**src/rtl/bip_pkg.sv**
```systemverilog
// bip_pkg: opcodes, FSM state encoding and decoded control bundle shared by
// the BIP controller and datapath-side logic.
package bip_pkg;

    localparam logic [4:0] OP_HLT  = 5'b00000;
    localparam logic [4:0] OP_STO  = 5'b00001;
    localparam logic [4:0] OP_LD   = 5'b00010;
    localparam logic [4:0] OP_LDI  = 5'b00011;
    localparam logic [4:0] OP_ADD  = 5'b00100;
    localparam logic [4:0] OP_ADDI = 5'b00101;
    localparam logic [4:0] OP_SUB  = 5'b00110;
    localparam logic [4:0] OP_SUBI = 5'b00111;

    localparam logic [1:0] SEL_A_MEM = 2'b00;
    localparam logic [1:0] SEL_A_IMM = 2'b01;
    localparam logic [1:0] SEL_A_ALU = 2'b10;

    typedef enum logic [2:0] {
        ST_IDLE,
        ST_FETCH,
        ST_DECODE,
        ST_EXEC,
        ST_HALT
    } state_e;

    typedef struct packed {
        logic       hlt;
        logic       rd_mem;
        logic       wr_mem;
        logic       wr_acc;
        logic [1:0] sel_a;
        logic       sel_b;
        logic       op;
    } ctrl_t;

endpackage

```
**src/rtl/bip_decoder.sv**
```systemverilog
// bip_decoder: combinational opcode-to-control decode; unknown opcodes decode
// to all-zero controls so they execute as NOPs.
module bip_decoder
    import bip_pkg::*;
(
    input  logic [4:0] opcode_i,
    output ctrl_t      ctrl_o
);

    always_comb begin
        ctrl_o = '0;
        case (opcode_i)
            OP_HLT: ctrl_o.hlt = 1'b1;
            OP_STO: ctrl_o.wr_mem = 1'b1;
            OP_LD: begin
                ctrl_o.wr_acc = 1'b1;
                ctrl_o.rd_mem = 1'b1;
                ctrl_o.sel_a  = SEL_A_MEM;
            end
            OP_LDI: begin
                ctrl_o.wr_acc = 1'b1;
                ctrl_o.sel_a  = SEL_A_IMM;
            end
            OP_ADD, OP_SUB: begin
                ctrl_o.wr_acc = 1'b1;
                ctrl_o.rd_mem = 1'b1;
                ctrl_o.sel_a  = SEL_A_ALU;
                ctrl_o.op     = (opcode_i == OP_ADD);
            end
            OP_ADDI, OP_SUBI: begin
                ctrl_o.wr_acc = 1'b1;
                ctrl_o.sel_a  = SEL_A_ALU;
                ctrl_o.sel_b  = 1'b1;
                ctrl_o.op     = (opcode_i == OP_ADDI);
            end
            default: ctrl_o = '0;
        endcase
    end

endmodule

```
**src/rtl/bip_control.sv**
```systemverilog
// bip_control: BIP fetch/decode/execute sequencer with PC and instruction register.
// Optional saturating cycle counter enabled by defining BIP_CONTROL_CYCLE_COUNTER_EN.
module bip_control
    import bip_pkg::*;
#(
    parameter int NB_DATA            = 16,
    parameter int NB_OPCODE          = 5,
    parameter int NB_OPERAND         = 11,
    parameter int LOG2_N_INSMEM_ADDR = 11,
    parameter int LOG2_N_DATA_ADDR   = 10,
    parameter int NB_SEL_A           = 2,
    parameter int NB_DATA_S_EXT      = 10,
    parameter int NB_CYCLES          = 32
) (
    input  logic                          i_clock,
    input  logic                          i_reset,
    input  logic                          i_valid,
    input  logic                          i_start,
    input  logic [NB_DATA-1:0]            i_instruction,
    output logic [LOG2_N_INSMEM_ADDR-1:0] o_pc,
    output logic                          o_rd_insmem,
    output logic [LOG2_N_DATA_ADDR-1:0]   o_data_addr,
    output logic                          o_rd_datamem,
    output logic                          o_wr_datamem,
    output logic [NB_DATA_S_EXT-1:0]      o_data_instruction,
    output logic [NB_SEL_A-1:0]           o_sel_a,
    output logic                          o_sel_b,
    output logic                          o_wr_acc,
    output logic                          o_op_code,
    output logic                          o_halt,
    output logic [NB_CYCLES-1:0]          o_cycles
);

    state_e                        state_q, state_d;
    logic [LOG2_N_INSMEM_ADDR-1:0] pc_q, pc_d;
    logic [NB_DATA-1:0]            ir_q, ir_d;
    logic [NB_DATA-1:0]            cur_ins;
    logic                          in_dec, in_exec;
    logic                          unused_operand;
    ctrl_t                         ctrl;

    assign in_dec  = (state_q == ST_DECODE);
    assign in_exec = (state_q == ST_EXEC);
    // Memory data arrives during DECODE, before the IR holds it, so decode it directly.
    assign cur_ins = in_dec ? i_instruction : ir_q;

    bip_decoder u_decoder (
        .opcode_i (cur_ins[NB_DATA-1 -: NB_OPCODE]),
        .ctrl_o   (ctrl)
    );

    always_comb begin
        state_d = state_q;
        pc_d    = pc_q;
        ir_d    = ir_q;
        if (i_valid) begin
            case (state_q)
                ST_IDLE:  state_d = i_start ? ST_FETCH : ST_IDLE;
                ST_FETCH: state_d = ST_DECODE;
                ST_DECODE: begin
                    ir_d    = i_instruction;
                    state_d = ctrl.hlt ? ST_HALT : ST_EXEC;
                end
                ST_EXEC: begin
                    state_d = ST_FETCH;
                    pc_d    = pc_q + LOG2_N_INSMEM_ADDR'(1);
                end
                default:  state_d = ST_HALT;
            endcase
        end
    end

    always_ff @(posedge i_clock or negedge i_reset) begin
        if (!i_reset) begin
            state_q <= ST_IDLE;
            pc_q    <= '0;
            ir_q    <= '0;
        end else begin
            state_q <= state_d;
            pc_q    <= pc_d;
            ir_q    <= ir_d;
        end
    end

    assign o_pc               = pc_q;
    assign o_rd_insmem        = i_valid && (state_q == ST_FETCH);
    assign o_rd_datamem       = i_valid && in_dec && ctrl.rd_mem;
    assign o_wr_datamem       = i_valid && in_exec && ctrl.wr_mem;
    assign o_wr_acc           = i_valid && in_exec && ctrl.wr_acc;
    assign o_sel_a            = in_exec ? ctrl.sel_a : '0;
    assign o_sel_b            = in_exec && ctrl.sel_b;
    assign o_op_code          = in_exec && ctrl.op;
    assign o_halt             = (state_q == ST_HALT);
    assign o_data_addr        = cur_ins[LOG2_N_DATA_ADDR-1:0];
    assign o_data_instruction = cur_ins[NB_DATA_S_EXT-1:0];
    assign unused_operand     = ^cur_ins[NB_OPERAND-1:LOG2_N_DATA_ADDR];

`ifdef BIP_CONTROL_CYCLE_COUNTER_EN
    logic [NB_CYCLES-1:0] cycles_q, cycles_d;

    assign cycles_d = (i_valid && (state_q inside {ST_FETCH, ST_DECODE, ST_EXEC}) && !(&cycles_q))
                    ? cycles_q + NB_CYCLES'(1) : cycles_q;

    always_ff @(posedge i_clock or negedge i_reset) begin
        if (!i_reset) cycles_q <= '0;
        else          cycles_q <= cycles_d;
    end

    assign o_cycles = cycles_q;
`else
    assign o_cycles = '0;
`endif

endmodule

```
**config.mk**
```make
export PLATFORM = sky130hd
export DESIGN_NAME = bip_control
export DESIGN_NICKNAME = d
export VERILOG_FILES = /design/src/rtl/bip_pkg.sv /design/src/rtl/bip_decoder.sv /design/src/rtl/bip_control.sv
export SDC_FILE = /design/constraint.sdc
export NUM_CORES = 1
export LEC_CHECK = 0
export BUFFER_PORTS_ARGS = -buffer_cell sky130_fd_sc_hd__buf_2
export CORE_ASPECT_RATIO = 0.5
export CORE_MARGIN = 2
export CORE_UTILIZATION = 35
export DETAILED_ROUTE_END_ITERATION = 8
export PLACE_DENSITY = 0.66
export SETUP_SLACK_MARGIN = 0.1
export SLEW_MARGIN = 20
export SYNTH_ARGS = -nofsm -noshare
export SYNTH_HDL_FRONTEND = slang
export SYNTH_HIERARCHICAL = 1
export SYNTH_SLANG_ARGS = --single-unit
```
**constraint.sdc**
```tcl
create_clock -name i_clock -period 2.5 [get_ports i_clock]
set_input_delay 0.25 -clock i_clock [delete_from_list [all_inputs] [get_ports i_clock]]
set_output_delay 0.25 -clock i_clock [all_outputs]
set_load 0.005 [all_outputs]
```
# After elaboration in Yosys (flattened, before gate mapping)
# Index checks and enable logic that the tools add are counted.
# classes
add_sub_neg	1
eq_ne	11
muxes	11
n_reduce_logical	16
# op_table
operator	n
$eq 5x3->1 const B	4
$mux 16	1
$pmux 3 s4	1
$add 11x1->11 const B	1
$eq 5x2->1 const B	2
$pmux 3 s3	1
$logic_and 1x1->1	8
$eq 3x2->1 const B	2
$eq 5x1->1 const B	1
$logic_not 5->1	1
$mux 1	5
$reduce_and 2->1	2
$reduce_or 2->1	2
$reduce_or 4->1	1
$eq 3x1->1 const B	1
$eq 3x3->1 const B	1
$logic_not 3->1	1
$mux 3	1
$reduce_or 3->1	1
$mux 2	1
$pmux 1 s2	1
# totals
reg_bits	30
input_bits	20
wordCells	43

# Logic depth before layout (Yosys ltp)
# depth
depth_word	6
ltp_mapped	10
depth_no_buf	8

# Hierarchy
# Netlist, hierarchy kept.
# by_module_without_submodules
mod	n_inst	cells_each	area_each_um2	seq_area_each_um2
bip_control	1	172	1901.8	725.7
bip_decoder	1	11	93.8	0.0

# Least setup slack after synthesis
# Ideal clock, no wire load.
# synth_path
path_kind	reg-to-reg
from	register state_q[2]
to	register state_q[1]
arrival_ps	2168
t_required_ps	2382
setup_slack_ps	214
path_stages_with_launch	9
path_buffers	1
synth_period_minus_slack_ps	2286
cell_sequence	dfrtp_1 > nand2b_1 > nor2_2 > buf_2 > mux2_2 > or2_4 > nor4_2 > o31ai_1 > a21o_1
# synth_rtl
item	line_no	source
from (decl)	bip_control.sv:34	state_e state_q, state_d;
from (signal assigned)	bip_control.sv:79	state_q <= state_d;

==> impl_results.md <==
- Status: finished clean
- Die Width: 111 µm
- Detailed-routing iteration count for the pre-antenna-repair pass: 4
- Smallest hold slack: 7.55 ps
- Arrival time at the worst endpoint: 2060 ps
- Maximum frequency from static timing analysis: 432 MHz
- Reg-to-reg critical path endpoint: state_q[1]
- Root Buffer: sky130_fd_sc_hd__clkbuf_16
- Number of CTS-inserted buffers: 5
- Main flop type after synthesis: sky130_fd_sc_hd__dfrtp_1
- Worst-case reg-to-reg path depth: 7
- Worst path setup slack after routing: 188 ps
- Relative contribution of combinational cells to total power: a little under half
- Clock latency at the later pin of the worst-skew pair: 270 ps
- Critical path class: reg -> out
- Number of standard cells after synthesis: 183
- Cell with the largest stage delay on the worst path: sky130_fd_sc_hd__dfrtp_1
- Effective utilization at floorplan: between 30 and 40%
- Maximum net fanout on the critical path: 6
- Global-route wire length before repair: 5.40 mm
- Area of the die: 6360 µm²
- Routed wirelength normalized by instance count: 11.5 µm
- Actual slew at the worst max-slew pin: ~650 ps
- Post-synth cell types: 39
- Clock Power Share: 22.5%
- Global route overflow: 0
- Netlist area before placement: roughly 2000 µm²
- Avg Vias per Cell: 4.37
- Number of remaining DRC errors: 0
- Power per Cell Area: 1090 nW/µm²
- Per-instance average area after synthesis: between 10 and 15 µm²
- Cell repeated most along the worst path: sky130_fd_sc_hd__nor2_1
- Worst setup startpoint: state_q[2]
- Hold Fails Final Rpt: 0
- Std-Cell Core Area: 5490 µm²
- Switching Share: between 30% and 40%
- Total routing resource utilization after global routing: 10.8%
- RD Place Congestion: 0.815
- Number of buffers on the longest clock path: 2
- Startpoint type of the worst setup path: flip-flop
- Total of buffers placed on input and output ports: 58
- Post-route standard cell area excluding fillers: roughly 2300 µm²
- Number of synthesized flops with an enable pin: 0
- Clock Sinks: 29
- Cell type with the largest total area after synthesis: sky130_fd_sc_hd__dfrtp_1
- Area share of the leading cell type in the synthesized netlist: 36.4%
- Number of global-route vias before repair: 1188
- Path type of the worst min-delay path: in -> async
- DRT iter0 DRCs: 29
- # nets final: 251
- Overall power consumption: 2.48 mW
- Setup repair after global routing missed its margin: no
- Net switching power of the design: between 800 and 900 µW
- Internal power contribution: between 1.5 and 2 mW
- H-tree depth: 2
- Seq/Total Area, Yosys: 36.4%
- Final min period: approximately 2300 ps
- Reg clk slew, reported paths: about 50 ps
- Biggest area contributors in the synthesized netlist: sky130_fd_sc_hd__dfrtp_1 (36%), sky130_fd_sc_hd__buf_4 (20%), sky130_fd_sc_hd__mux2_2 (17%), sky130_fd_sc_hd__xnor2_1 (2.6%), sky130_fd_sc_hd__nor3b_4 (1.9%)
- Endpoint type of the worst setup path: primary output
- Final Routed Wirelength: 3.50 mm
- Final total negative setup slack: 0 ps
- Commonest non-fill, non-tap cell in the layout: sky130_fd_sc_hd__buf_2
- Fraction of the core area covered by cells at the end of the flow: 41.5%
- Vertical die dimension: 57.4 µm
- Number of antenna violations at the first check in global routing: 0
- Max_slew headroom: a little under three fifths
- Asr flop ratio synth: 100%
- Max-slew violation count: 0
- Pre-CTS WS: between 200 and 250 ps
- Count of antenna diodes in the layout: 0
- Sequential cell fraction of total power: 29.9%
- Maximum number of pins on one net before global-route repair: 30
- Share of the clock period used by the worst path after layout: 92.5%
- Post-Layout Cell Count: 304
- Synthesis-stage register bit count: 29
- Worst setup path end: o_wr_acc
- Number of placed instances with taps included: 294
- Worst flop-to-flop path startpoint: state_q[2]
- Vias after detailed routing: 1329
- Count of nets left with antenna violations after detail routing: 0
- Worst IR Drop VDD: 0.375 mV
- Synthesis warning total: 6
- Count of standard-cell rows: 19
- Setup slack on the worst flop-to-flop path: 380 ps
- Leading cell types in the layout, fill and taps excluded: sky130_fd_sc_hd__buf_2 (58), sky130_fd_sc_hd__conb_1 (32), sky130_fd_sc_hd__mux2_2 (29), sky130_fd_sc_hd__dfrtp_1 (29), sky130_fd_sc_hd__buf_4 (8)
- CTS tree: done
- Worst stage delay on the critical path: 370 ps
- Half-perimeter wire length after placement: approximately 2.6 mm
- Worst-path cell chain: nand2b_1 -> nor2_4 -> buf_4 -> mux2_2 -> nor2_1 -> nor2_1 -> and2_1 -> buf_2
- Boundary pin count: 92
- Dpl cell area: 2110 µm²
- Count of endpoints failing setup in the final report: 0
- Hold_buf cts: 0
- Share of final-layout standard cells stronger than drive strength 1: just over 50%
- Max-capacitance violation count: 0
- Standby leakage power: 1.21 nW
- Area added between synthesis and finish: 14.1%
- Required time reported for the critical path endpoint: 2250 ps
- Layout Skew: roughly 4.4 ps
==> power by group through the flow <==
stage | combinational (mW) | sequential [mW] | clock (mW)
floorplan | 1.08 | 0.736 | 0
global placement | 1.13 | 0.734 | 0
detailed placement | 1.15 | 0.744 | 0
CTS | 1.18 | 0.739 | 0.574
global route | 1.29 | 0.762 | 0.599
finish | 1.18 | 0.740 | 0.557
==> critical path, delay by kind of cell (launching register included) <==
kind,cells,cell delay [ps]
AND/OR/NAND/NOR,5,770
flip-flops,1,370
multiplexers,1,370
buffers and inverters,2,280
==> synth_stat cells (2+ instances only) <==
cell type / n
sky130_fd_sc_hd__and2_1: 4
sky130_fd_sc_hd__nor3b_4: 2
sky130_fd_sc_hd__mux2_2: 30
sky130_fd_sc_hd__nand2_1: 7
sky130_fd_sc_hd__nor4_1: 3
sky130_fd_sc_hd__nor2b_1: 2
sky130_fd_sc_hd__and3_1: 5
sky130_fd_sc_hd__nor2_1: 3
sky130_fd_sc_hd__buf_6: 2
sky130_fd_sc_hd__xnor2_1: 6
sky130_fd_sc_hd__nand3_1: 3
sky130_fd_sc_hd__xor2_1: 4
sky130_fd_sc_hd__dfrtp_1: 29
sky130_fd_sc_hd__nor3_1: 2
sky130_fd_sc_hd__nand4_1: 4
sky130_fd_sc_hd__buf_4: 53
sky130_fd_sc_hd__and2_2: 2
==> cell families after synthesis <==
| logic type | synth area share (%) |
|---|---|
| adders and majority gates | 0.627 |
| xor gates and xnor gates | 4.39 |
| buffers and inverters | 21.5 |
| muxes | 16.9 |
| and+or+nand+nor | 18.1 |
| other | 0.188 |
| AOI/OAI and AO/OA | 1.88 |
| DFF | 36.4 |
==> registers in the layout, summed over array words and instances (netlist names) <==
signal   cells
state_q      3
o_pc        11
ir_q        15
==> worst min-delay path by stage <==
stage,from,end,slack (ps),depth (start not counted)
after floorplan,i_reset,ir_q[0],-50,0
after global placement,i_reset,o_pc[7],320,1
after detailed placement,i_reset,o_pc[7],330,1
after CTS,i_reset,o_pc[10],40,1
after global routing,i_reset,o_pc[7],80,1
final,i_reset,o_pc[7],8,1
==> repair_timing <==
item                                    4_1_cts  5_1_grt
pin swaps                                     1        1
cloned                                        0        0
endpoints found under the hold margin         0        0
buffers inserted                              2        0
endpoints found under the setup margin        6        3
resized for setup                             1        2
==> per-layer routing <==
layer  vias up  part of all wire, %  track usage [%]  wire, µm
met5         -                    0                0         0
met4         0                 0.86             3.21        30
met3         2                  6.1             3.29       214
met2        54                   50             20.2      1770
met1       638                   43             12.1      1490
li1        635                    -                -         -
==> final cells by class <==
type                       count  area [µm²]
clock buffer                   6         129
clock inverter                 2        10.0
fill                         542        3210
multi-input combinational    128         971
sequential                    29         726
tap                           73        91.3
timing repair buffer          66         350
Power figures use the tool's default switching activity.
